==> src/rtl/wb_pkg.sv <==
// wb_pkg: shared sizing and types for the writeback arbiter slice.
//   DATA_WIDTH  - width of a writeback result
//   REG_COUNT   - number of architectural registers
//   ADDR_WIDTH  - register index width
//   grant_e     - which source won the last transfer
package wb_pkg;

  localparam int DATA_WIDTH = 32;
  localparam int REG_COUNT  = 32;
  localparam int ADDR_WIDTH = $clog2(REG_COUNT);

  typedef enum logic {
    GNT_ALU = 1'b0,
    GNT_LSU = 1'b1
  } grant_e;

endpackage

==> src/rtl/wb_scoreboard.sv <==
// wb_scoreboard: one busy bit per register marking a write still in flight,
// plus the decode-side hazard lookup.
//   set_valid/set_rd  - instruction issued with this destination
//   clr_valid/clr_rd  - writeback transfer for this destination
//   flush             - forget every pending write
//   wb_we/wb_rd       - register-file write happening this cycle
//   chk_rs1/chk_rs2   - decode source registers
//   hazard_rs1/rs2    - source not yet readable from the register file
module wb_scoreboard #(
  parameter  int REG_COUNT  = 32,
  localparam int ADDR_WIDTH = $clog2(REG_COUNT)
) (
  input  logic                  clk,
  input  logic                  rst_n,
  input  logic                  set_valid,
  input  logic [ADDR_WIDTH-1:0] set_rd,
  input  logic                  clr_valid,
  input  logic [ADDR_WIDTH-1:0] clr_rd,
  input  logic                  flush,
  input  logic                  wb_we,
  input  logic [ADDR_WIDTH-1:0] wb_rd,
  input  logic [ADDR_WIDTH-1:0] chk_rs1,
  input  logic [ADDR_WIDTH-1:0] chk_rs2,
  output logic                  hazard_rs1,
  output logic                  hazard_rs2
);

  logic [REG_COUNT-1:0] busy_q;
  logic [REG_COUNT-1:0] busy_d;

  // Order matters: clear first so a same-edge issue re-marks the register,
  // then flush wipes everything including that issue.
  always_comb begin
    // NOTE: start from the held value so every path assigns busy_d; no latch.
    busy_d = busy_q;
    if (clr_valid) busy_d[clr_rd] = 1'b0;
    if (set_valid && (set_rd != '0)) busy_d[set_rd] = 1'b1;
    if (flush) busy_d = '0;
    busy_d[0] = 1'b0;
  end

  // NOTE: the busy array is a handful of flops, not a RAM, so it is reset;
  // stale busy bits after reset would stall decode forever.
  always_ff @(posedge clk or negedge rst_n) begin
    if (!rst_n) busy_q <= '0;
    else        busy_q <= busy_d;
  end

  // A register stays unreadable through the cycle its value is being written.
  assign hazard_rs1 = (chk_rs1 != '0) &&
                      (busy_q[chk_rs1] || (wb_we && (wb_rd == chk_rs1)));
  assign hazard_rs2 = (chk_rs2 != '0) &&
                      (busy_q[chk_rs2] || (wb_we && (wb_rd == chk_rs2)));

endmodule

==> src/rtl/wb_arbiter.sv <==
// wb_arbiter: round-robin arbitration of ALU and LSU results onto the single
// register-file write port, with pending-write tracking for decode.
//   alu_valid/rd/data, alu_ready - ALU writeback request and grant
//   lsu_valid/rd/data, lsu_ready - load-unit writeback request and grant
//   rf_we/rf_rd/rf_wdata         - registered register-file write port
//   issue_valid/issue_rd         - destination becoming pending
//   flush                        - discard all pending-write tracking
//   chk_rs1/2, hazard_rs1/2      - decode hazard query
module wb_arbiter #(
  parameter  int DATA_WIDTH = wb_pkg::DATA_WIDTH,
  parameter  int REG_COUNT  = wb_pkg::REG_COUNT,
  localparam int ADDR_WIDTH = $clog2(REG_COUNT)
) (
  input  logic                  clk,
  input  logic                  rst_n,
  input  logic                  alu_valid,
  output logic                  alu_ready,
  input  logic [ADDR_WIDTH-1:0] alu_rd,
  input  logic [DATA_WIDTH-1:0] alu_data,
  input  logic                  lsu_valid,
  output logic                  lsu_ready,
  input  logic [ADDR_WIDTH-1:0] lsu_rd,
  input  logic [DATA_WIDTH-1:0] lsu_data,
  output logic                  rf_we,
  output logic [ADDR_WIDTH-1:0] rf_rd,
  output logic [DATA_WIDTH-1:0] rf_wdata,
  input  logic                  issue_valid,
  input  logic [ADDR_WIDTH-1:0] issue_rd,
  input  logic                  flush,
  input  logic [ADDR_WIDTH-1:0] chk_rs1,
  input  logic [ADDR_WIDTH-1:0] chk_rs2,
  output logic                  hazard_rs1,
  output logic                  hazard_rs2
);

  import wb_pkg::*;

  grant_e                last_grant_q, last_grant_d;
  logic                  rf_we_q, rf_we_d;
  logic [ADDR_WIDTH-1:0] rf_rd_q, rf_rd_d;
  logic [DATA_WIDTH-1:0] rf_wdata_q, rf_wdata_d;

  logic                  alu_fire, lsu_fire;
  logic                  xfer;
  logic [ADDR_WIDTH-1:0] xfer_rd;
  logic [DATA_WIDTH-1:0] xfer_data;

  // Under contention the source that did not win last time goes next.
  assign alu_ready = alu_valid && (!lsu_valid || (last_grant_q == GNT_LSU));
  assign lsu_ready = lsu_valid && (!alu_valid || (last_grant_q == GNT_ALU));

  assign alu_fire  = alu_valid && alu_ready;
  assign lsu_fire  = lsu_valid && lsu_ready;
  assign xfer      = alu_fire || lsu_fire;
  assign xfer_rd   = alu_fire ? alu_rd   : lsu_rd;
  assign xfer_data = alu_fire ? alu_data : lsu_data;

  always_comb begin
    last_grant_d = last_grant_q;
    rf_we_d      = 1'b0;
    rf_rd_d      = rf_rd_q;
    rf_wdata_d   = rf_wdata_q;
    if (alu_fire)      last_grant_d = GNT_ALU;
    else if (lsu_fire) last_grant_d = GNT_LSU;
    // r0 writes complete the handshake but never reach the register file.
    if (xfer && (xfer_rd != '0)) begin
      rf_we_d    = 1'b1;
      rf_rd_d    = xfer_rd;
      rf_wdata_d = xfer_data;
    end
  end

  // Reset to LSU so the first contended cycle favours the ALU.
  always_ff @(posedge clk or negedge rst_n) begin
    if (!rst_n) begin
      last_grant_q <= GNT_LSU;
      rf_we_q      <= 1'b0;
      rf_rd_q      <= '0;
      rf_wdata_q   <= '0;
    end else begin
      // NOTE: non-blocking assignments so every flop samples pre-edge values.
      last_grant_q <= last_grant_d;
      rf_we_q      <= rf_we_d;
      rf_rd_q      <= rf_rd_d;
      rf_wdata_q   <= rf_wdata_d;
    end
  end

  assign rf_we    = rf_we_q;
  assign rf_rd    = rf_rd_q;
  assign rf_wdata = rf_wdata_q;

  wb_scoreboard #(
    .REG_COUNT (REG_COUNT)
  ) u_scoreboard (
    .clk        (clk),
    .rst_n      (rst_n),
    .set_valid  (issue_valid),
    .set_rd     (issue_rd),
    .clr_valid  (xfer),
    .clr_rd     (xfer_rd),
    .flush      (flush),
    .wb_we      (rf_we_q),
    .wb_rd      (rf_rd_q),
    .chk_rs1    (chk_rs1),
    .chk_rs2    (chk_rs2),
    .hazard_rs1 (hazard_rs1),
    .hazard_rs2 (hazard_rs2)
  );

endmodule
==> config.mk <==
export PLATFORM = sky130hd
export DESIGN_NAME = wb_arbiter
export DESIGN_NICKNAME = d
export VERILOG_FILES = /design/src/rtl/wb_pkg.sv /design/src/rtl/wb_scoreboard.sv /design/src/rtl/wb_arbiter.sv
export SDC_FILE = /design/constraint.sdc
export NUM_CORES = 1
export LEC_CHECK = 0
export CAP_MARGIN = 20
export CORE_MARGIN = 2
export CORE_UTILIZATION = 47
export CTS_BUF_LIST = sky130_fd_sc_hd__clkbuf_4 sky130_fd_sc_hd__clkbuf_8 sky130_fd_sc_hd__clkbuf_16
export DETAILED_ROUTE_END_ITERATION = 6
export PLACE_DENSITY = 0.81
export REMOVE_ABC_BUFFERS = 1
export SETUP_SLACK_MARGIN = 0.2
export SYNTH_ARGS = -nofsm -noshare
export SYNTH_HDL_FRONTEND = slang
export SYNTH_SLANG_ARGS = --single-unit
==> constraint.sdc <==
create_clock -name clk -period 2.9 [get_ports clk]
set_clock_uncertainty 0.05 [all_clocks]
set_input_delay 0.58 -clock clk [delete_from_list [all_inputs] [get_ports clk]]
set_output_delay 0.58 -clock clk [all_outputs]
set_load 0.005 [all_outputs]
==> run metrics, run 1 <==
Die W=between 90 and 100 um; total wire length=~13000 um; crit-path max FO=8; Crit path max-delay family=multiplexers; max-slew violations=0; synth warn=0; ANT cells=0; DR pass1 iterations=5; DPL Wire Length=between 9000 and 10000 um; number of H-tree levels=3; clock tree sinks=70; Yosys top cell area share=40.88%; # setup viols final=0; Buf/Inv on CP=3; CTS Hold Bufs=0; Worst EP arrival=2.24 ns; CTS tree=done; worst-margin pin slew=0.8664 ns; setup TNS=0 ns; GRT Total Usage=26.49%; Post-Synthesis Cells=between 300 and 400; average wire per standard cell=between 15 and 20 um; r2r startpoint=last_grant_q; critical path class=in -> out; full die area=approximately 0.0098 mm^2; Hold WC Path Type=in -> async; Final Hold Fails=0; unrepaired setup endpoints after global routing=yes; Yosys top cell by area=dfrtp_1; DRC=0; Post-layout nets=~630; Netlist cell types=45; Synth Cell Area=~0.0042 mm^2; FILL cells=590; worst-case vdd ir drop=0.3010 mV; Port Buf Inserts=136; Core Region=between 0.008 and 0.009 mm^2; Top Ports=around 140; slew margin rel.=41.97%; critical path's most frequent cell=mux4_2; synthesized flop and latch total=70; post-synthesis sequential area ratio=about two fifths; antenna violations before repair=0; Critical Path Source=chk_rs1[0]; top_reg_cell synth=dfrtp_1; CTS buffer count=9; Post-Place Setup Slack=-0.6971 ns; Via density=a little under 6; top achievable clock speed=roughly 350 MHz; run status=completed; EDFF count, synth=0; largest net degree at the start of global routing=39; CP startpoint kind=input port; Worst setup EP type=primary output; GRT overflow=0; vias in the first global route=slightly below 4000; Clock Latency Late Sink=0.36 ns; Async SR Flop Fraction=100.0%; Worst Setup Slack, final=between 0.02 and 0.03 ns; CP max stage cell=mux4_2; CP peak stage delay=approximately 0.51 ns; critical path data required time=between 2 and 2.5 ns; RePlAce Congestion=roughly 0.87; row cnt=34; antenna-violating nets left=0; worst-path cell chain=buf_6 -> buf_8 -> mux4_2 -> mux4_2 -> nor3_2 -> a31oi_1 -> buf_2; DR iter-0 viols=around 300; Mean Syn Cell Area=about 11 um^2; first-pass GRT wire length=20200 um; Final min period=between 2 and 3 ns; Final Cycle Share=98.99%; routed vias=between 3000 and 4000; layout cells sized above 1=about 29%; clock slew at reported path FFs=~0.07 ns; LEAKAGE=between 2 and 3 nW; starting density of the core=approximately half; Area growth syn-to-layout=47.96%; largest cells by area after synthesis=dfrtp_1 (41%), mux2_2 (14%), mux4_2 (7.5%); maxcap violations=0; Pwr Density=between 400 and 500 mW/mm^2; CTS root buf=clkbuf_8; Die H=about 100 um; CTS Buffer Depth=2
state kept, by name, summed over array words and instances (netlist names):
register             flops
last_grant_q             1
rf_wdata                32
u_scoreboard.busy_q     31
rf_we                    1
rf_rd                    5
area by class of cell:
type	count	area (um^2)	area share, %
inverter	11	43.79	0.7007
clock inverter	5	106.4	1.702
multi-input combinational	272	2356	37.70
tap	108	135.1	2.162
timing repair buffer	175	1710	27.37
clock buffer	11	145.1	2.322
sequential	70	1753	28.05
placed cells by master (no fill, tap or decap), drive strengths merged, types with 2 or more instances in the layout:
cell and n:
o32ai 2, nand4 2, o21bai 2, xor2 4, nand2 39, xnor2 6, dlygate4sd2 6, clkbuf 11
mux4 14, clkdlybuf4s50 123, a31oi 3, a221oi 2, and3b 3, a21boi 2, dfrtp 69, o22ai 2
and3 3, a21oi 36, a211oi 2, nor3b 4, o21ai 10, bufinv 3, nor4 4, nand2b 2
buf 43, mux2 71, nor2b 3, nor2 8, mux2i 5, o31a 2, inv 11, o31ai 31
nor3 3
power breakdown:
group / total, W / switching (W) / internal (W)
Combinational: 0.000766 / 0.000304 / 0.000462
Sequential: 0.00111 / 0.0000549 / 0.00106
Clock: 0.000993 / 0.000387 / 0.000606
through the flow:
| stage | instance area, um^2 | util, % | total power [W] | std cells | hold slack [ns] |
|---|---|---|---|---|---|
| 2_1_floorplan | 4114 | - | 0.001414 | 353 | 0.2344 |
| 3_3_place_gp | 5869 | 67.30 | 0.001850 | 627 | 0.4402 |
| 3_5_place_dp | 5877 | 67.39 | 0.001872 | 628 | 0.4454 |
| 4_1_cts | 6210 | 71.21 | 0.002868 | 650 | 0.1642 |
| 5_1_grt | 6250 | 71.66 | 0.002976 | 652 | 0.1956 |
| 6_report | 6250 | 71.66 | 0.002869 | 652 | 0.1608 |
cell families (layout without fill, tap and decap cells):
group | Yosys count | in the layout | share of synthesized area [%]
AOI/OAI and AO/OA | 98 | 98 | 14.90
muxes | 90 | 90 | 29.09
buffers and inverters | 33 | 202 | 3.643
and+or+nand+nor | 74 | 74 | 8.797
xor gates and xnor gates | 10 | 10 | 2.073
DFF | 70 | 70 | 41.50
path summary, 6_finish.rpt:
path	endpoint	slack (ns)	cells past startpoint
max	hazard_rs1	0.03	7
min	u_scoreboard.busy_q[19]	0.16	1
max reg2reg	rf_wdata[9]	0.53	7
min reg2reg	rf_wdata[25]	0.46	1
max in group asynchronous	last_grant_q	1.86	2
min in group clk	rf_wdata[25]	0.46	1
worst reg2reg max path: cells and delay by family, from the launching register on:
kind,cells,cell delay (ns)
AOI/OAI and AO/OA,1,0.37
buffers and inverters,2,0.29
DFF,1,0.56
muxes,2,0.65
and+or+nand+nor,2,0.32
Yosys cell counts (2+ instances only):
library cell,instances
clkbuf_1,12
mux4_2,14
nor3_1,3
nand2_1,38
nor2_1,8
nor2b_1,3
and3_1,3
o32ai_1,2
o31a_1,2
xnor2_1,6
mux2_2,54
buf_2,4
buf_6,2
a31oi_1,3
o21bai_1,2
buf_1,2
nor4_1,4
a21boi_0,2
o31ai_1,31
buf_4,2
xor2_1,4
and3b_1,3
o21ai_0,7
dfrtp_1,69
nand2b_1,2
a21oi_1,36
o22ai_1,2
nor3b_1,4
a221oi_1,2
inv_1,10
mux2_4,17
o21ai_1,3
a211oi_1,2
nand4_1,2
mux2i_1,5
routing by layer:
layer	part of all wire, %	global-route usage (%)
met5	0	0
met4	2.4	9.273
met3	8.2	6.028
met2	51	44.07
met1	39	34.19
repair_timing:
action,in CTS,in global routing
resized for setup,35,6
endpoints found under the setup margin,2,3
cloned,2,0
buffers inserted,4,2
pin swaps,8,5
(Power assumes the default switching activity.)
==> run 2: changes to the inputs <==
--- a/config.mk
+++ b/config.mk
@@ -7,10 +7,10 @@
 export LEC_CHECK = 0
 export CAP_MARGIN = 20
 export CORE_MARGIN = 2
-export CORE_UTILIZATION = 47
+export CORE_UTILIZATION = 40
 export CTS_BUF_LIST = sky130_fd_sc_hd__clkbuf_4 sky130_fd_sc_hd__clkbuf_8 sky130_fd_sc_hd__clkbuf_16
 export DETAILED_ROUTE_END_ITERATION = 6
-export PLACE_DENSITY = 0.81
+export PLACE_DENSITY = 0.71
 export REMOVE_ABC_BUFFERS = 1
 export SETUP_SLACK_MARGIN = 0.2
 export SYNTH_ARGS = -nofsm -noshare
==> run metrics, run 2 (synthesis gave the netlist of run 1 again) <==
Hold WC Path Type=in -> async; CP startpoint kind=input port; Port Buf Inserts=136 (unchanged); DRC=0 (unchanged); critical path data required time=2.27 ns (about the same); worst hold slack=0.1657 ns (+0.004853 ns); run status=completed; fin util=61.10% (-11 points); DR iter-0 viols=345 (+17%); # setup viols final=0 (unchanged); CTS Buffer Depth=2 (unchanged); crit-path max FO=6 (-2); Finished Layout Cells=676 (+3.7%); DP Area=0.005929 mm^2 (+0.89%); DR pass1 iterations=5 (unchanged); Area growth syn-to-layout=48.67%; Clock Latency Late Sink=0.36 ns (about the same); row cnt=37 (+8.8%); Final Cycle Share=95.56% (-3.4 points); commonest non-fill, non-tap cell in the layout=clkdlybuf4s50_1; average wire per standard cell=19.13 um (-3.6%); met2 wire len=6663 um (+1.1%); Top Ports=137 (unchanged); critical path class=in -> out; Worst EP arrival=2.14 ns (-0.10 ns); clock tree sinks=70 (unchanged); CTS root buf=clkbuf_8; GRT overflow=0 (unchanged); clock slew at reported path FFs=0.08 ns (about the same); CTS Hold Bufs=0 (unchanged); starting density of the core=41.10% (-7.3 points); met3 routed WL=909 um (-14%); uppermost routed layer=met4; commonest cells after routing, fill and taps aside=clkdlybuf4s50_1 (124), dfrtp_1 (69), mux2_2 (54); Die H=106.8 um (+8.1%); top achievable clock speed=360.8 MHz (+3.6%); Final min period=2.771 ns (-0.09929 ns); RePlAce Congestion=0.9175 (+5.2%); unrepaired setup endpoints after global routing=yes; maxcap violations=0 (unchanged); Post-layout nets=630 (-0.63%); wire length on met1=5152 um (+3.3%); slew margin rel.=39.03% (-2.9 points); post-route cell area=0.006280 mm^2 (+0.48%); Via density=5.676 (-4.8%); placed cells=655 (+4.3%); ANT cells=0 (unchanged); vias in the first global route=3913 (+1.0%); first-pass GRT wire length=20200 um (unchanged); Pwr Density=446.7 mW/mm^2 (-2.7%); CTS tree=done; layout cells sized above 1=28.70% (-0.16 points); GRT Total Usage=22.98% (-3.5 points); LEAKAGE=2.571 nW (-0.57%); total wire length=12930 um (about the same); worst-margin pin slew=0.9103 ns (+0.04383 ns); DPL Wire Length=9471 um (+0.41%); max FFs per register=32 (unchanged); largest net degree at the start of global routing=71 (+82%); Final Hold Fails=0 (unchanged); number of H-tree levels=3 (unchanged); max-slew violations=0 (unchanged); worst-case vdd ir drop=0.2674 mV (-11%); full die area=0.01140 mm^2 (+17%); Core Region=0.01028 mm^2 (+18%); Die W=106.8 um (+8.1%); CTS buffer count=9 (unchanged); antenna violations before repair=0 (unchanged); routed vias=3837 (-1.3%); Worst setup EP type=primary output; antenna-violating nets left=0 (unchanged)
[run 2: changes by cell type in the layout (fill, tap and decap cells not counted), moves of 2 or more]
cell and delta:
dlygate4sd2_1 -2, buf_12 +2, buf_2 -2, buf_4 -4
[run 2: worst paths after layout]
kind                               from                endpoint  slack [ns]  depth (start not counted)
max                          chk_rs1[0]              hazard_rs1        0.13                          7
min                               rst_n  u_scoreboard.busy_q[6]        0.17                          2
max reg2reg                last_grant_q             rf_wdata[9]        0.65                          7
min reg2reg                rf_wdata[27]            rf_wdata[27]        0.46                          1
max in group asynchronous         rst_n            last_grant_q        2.27                          2
min in group clk           rf_wdata[27]            rf_wdata[27]        0.46                          1
[run 2: stage by stage]
| stage | total power [W] | TNS [ns] | worst slack, ns |
|---|---|---|---|
| 6_report | 0.002805 | 0 | 0.1287 |
| 3_5_place_dp | 0.001881 | -1.188 | -0.6913 |
| 5_1_grt | 0.002928 | 0 | 0.03508 |
| 2_1_floorplan | 0.001414 | -15.06 | -0.4552 |
| 3_3_place_gp | 0.001864 | -1.555 | -0.6478 |
| 4_1_cts | 0.002807 | 0 | 0.1069 |
[run 2: layout make-up]
cell class / count / area, um^2
inverters: 11 / 43.79
fillers: 817 / 3998
repair buffers: 171 / 1712
clock inverters: 6 / 92.59
multi-input cells: 272 / 2371
clock buffers: 10 / 137.6
flip-flops and latches: 70 / 1753
well taps: 136 / 170.2
[run 2: timing repair]
item / CTS / global route
endpoints found under the setup margin: 3 / 4
gates resized for setup: 35 / 13
buffers inserted: 3 / 1
pin swaps: 6 / 8
cloned: 1 / 0
[run 2: routing by layer]
metal,track usage [%],vias up
met3,4.681,21
met4,8.998,0
li1,-,1731
met1,28.87,1905
met2,38.90,180
met5,0,-
[run 2: worst max-delay path, cell delays in order]
cell and delay [ns]:
buf_6 0.07, buf_8 0.12, mux4_2 0.49, mux4_2 0.50, nor3_2 0.17, a31oi_1 0.06, buf_2 0.14
[run 2: where the power goes]
part / total (W) / switching [W] / internal, W
Sequential: 0.00111 / 0.0000579 / 0.00105
Combinational: 0.000770 / 0.000302 / 0.000467
Clock: 0.000922 / 0.000410 / 0.000512
Total: 0.00280 / 0.000771 / 0.00203
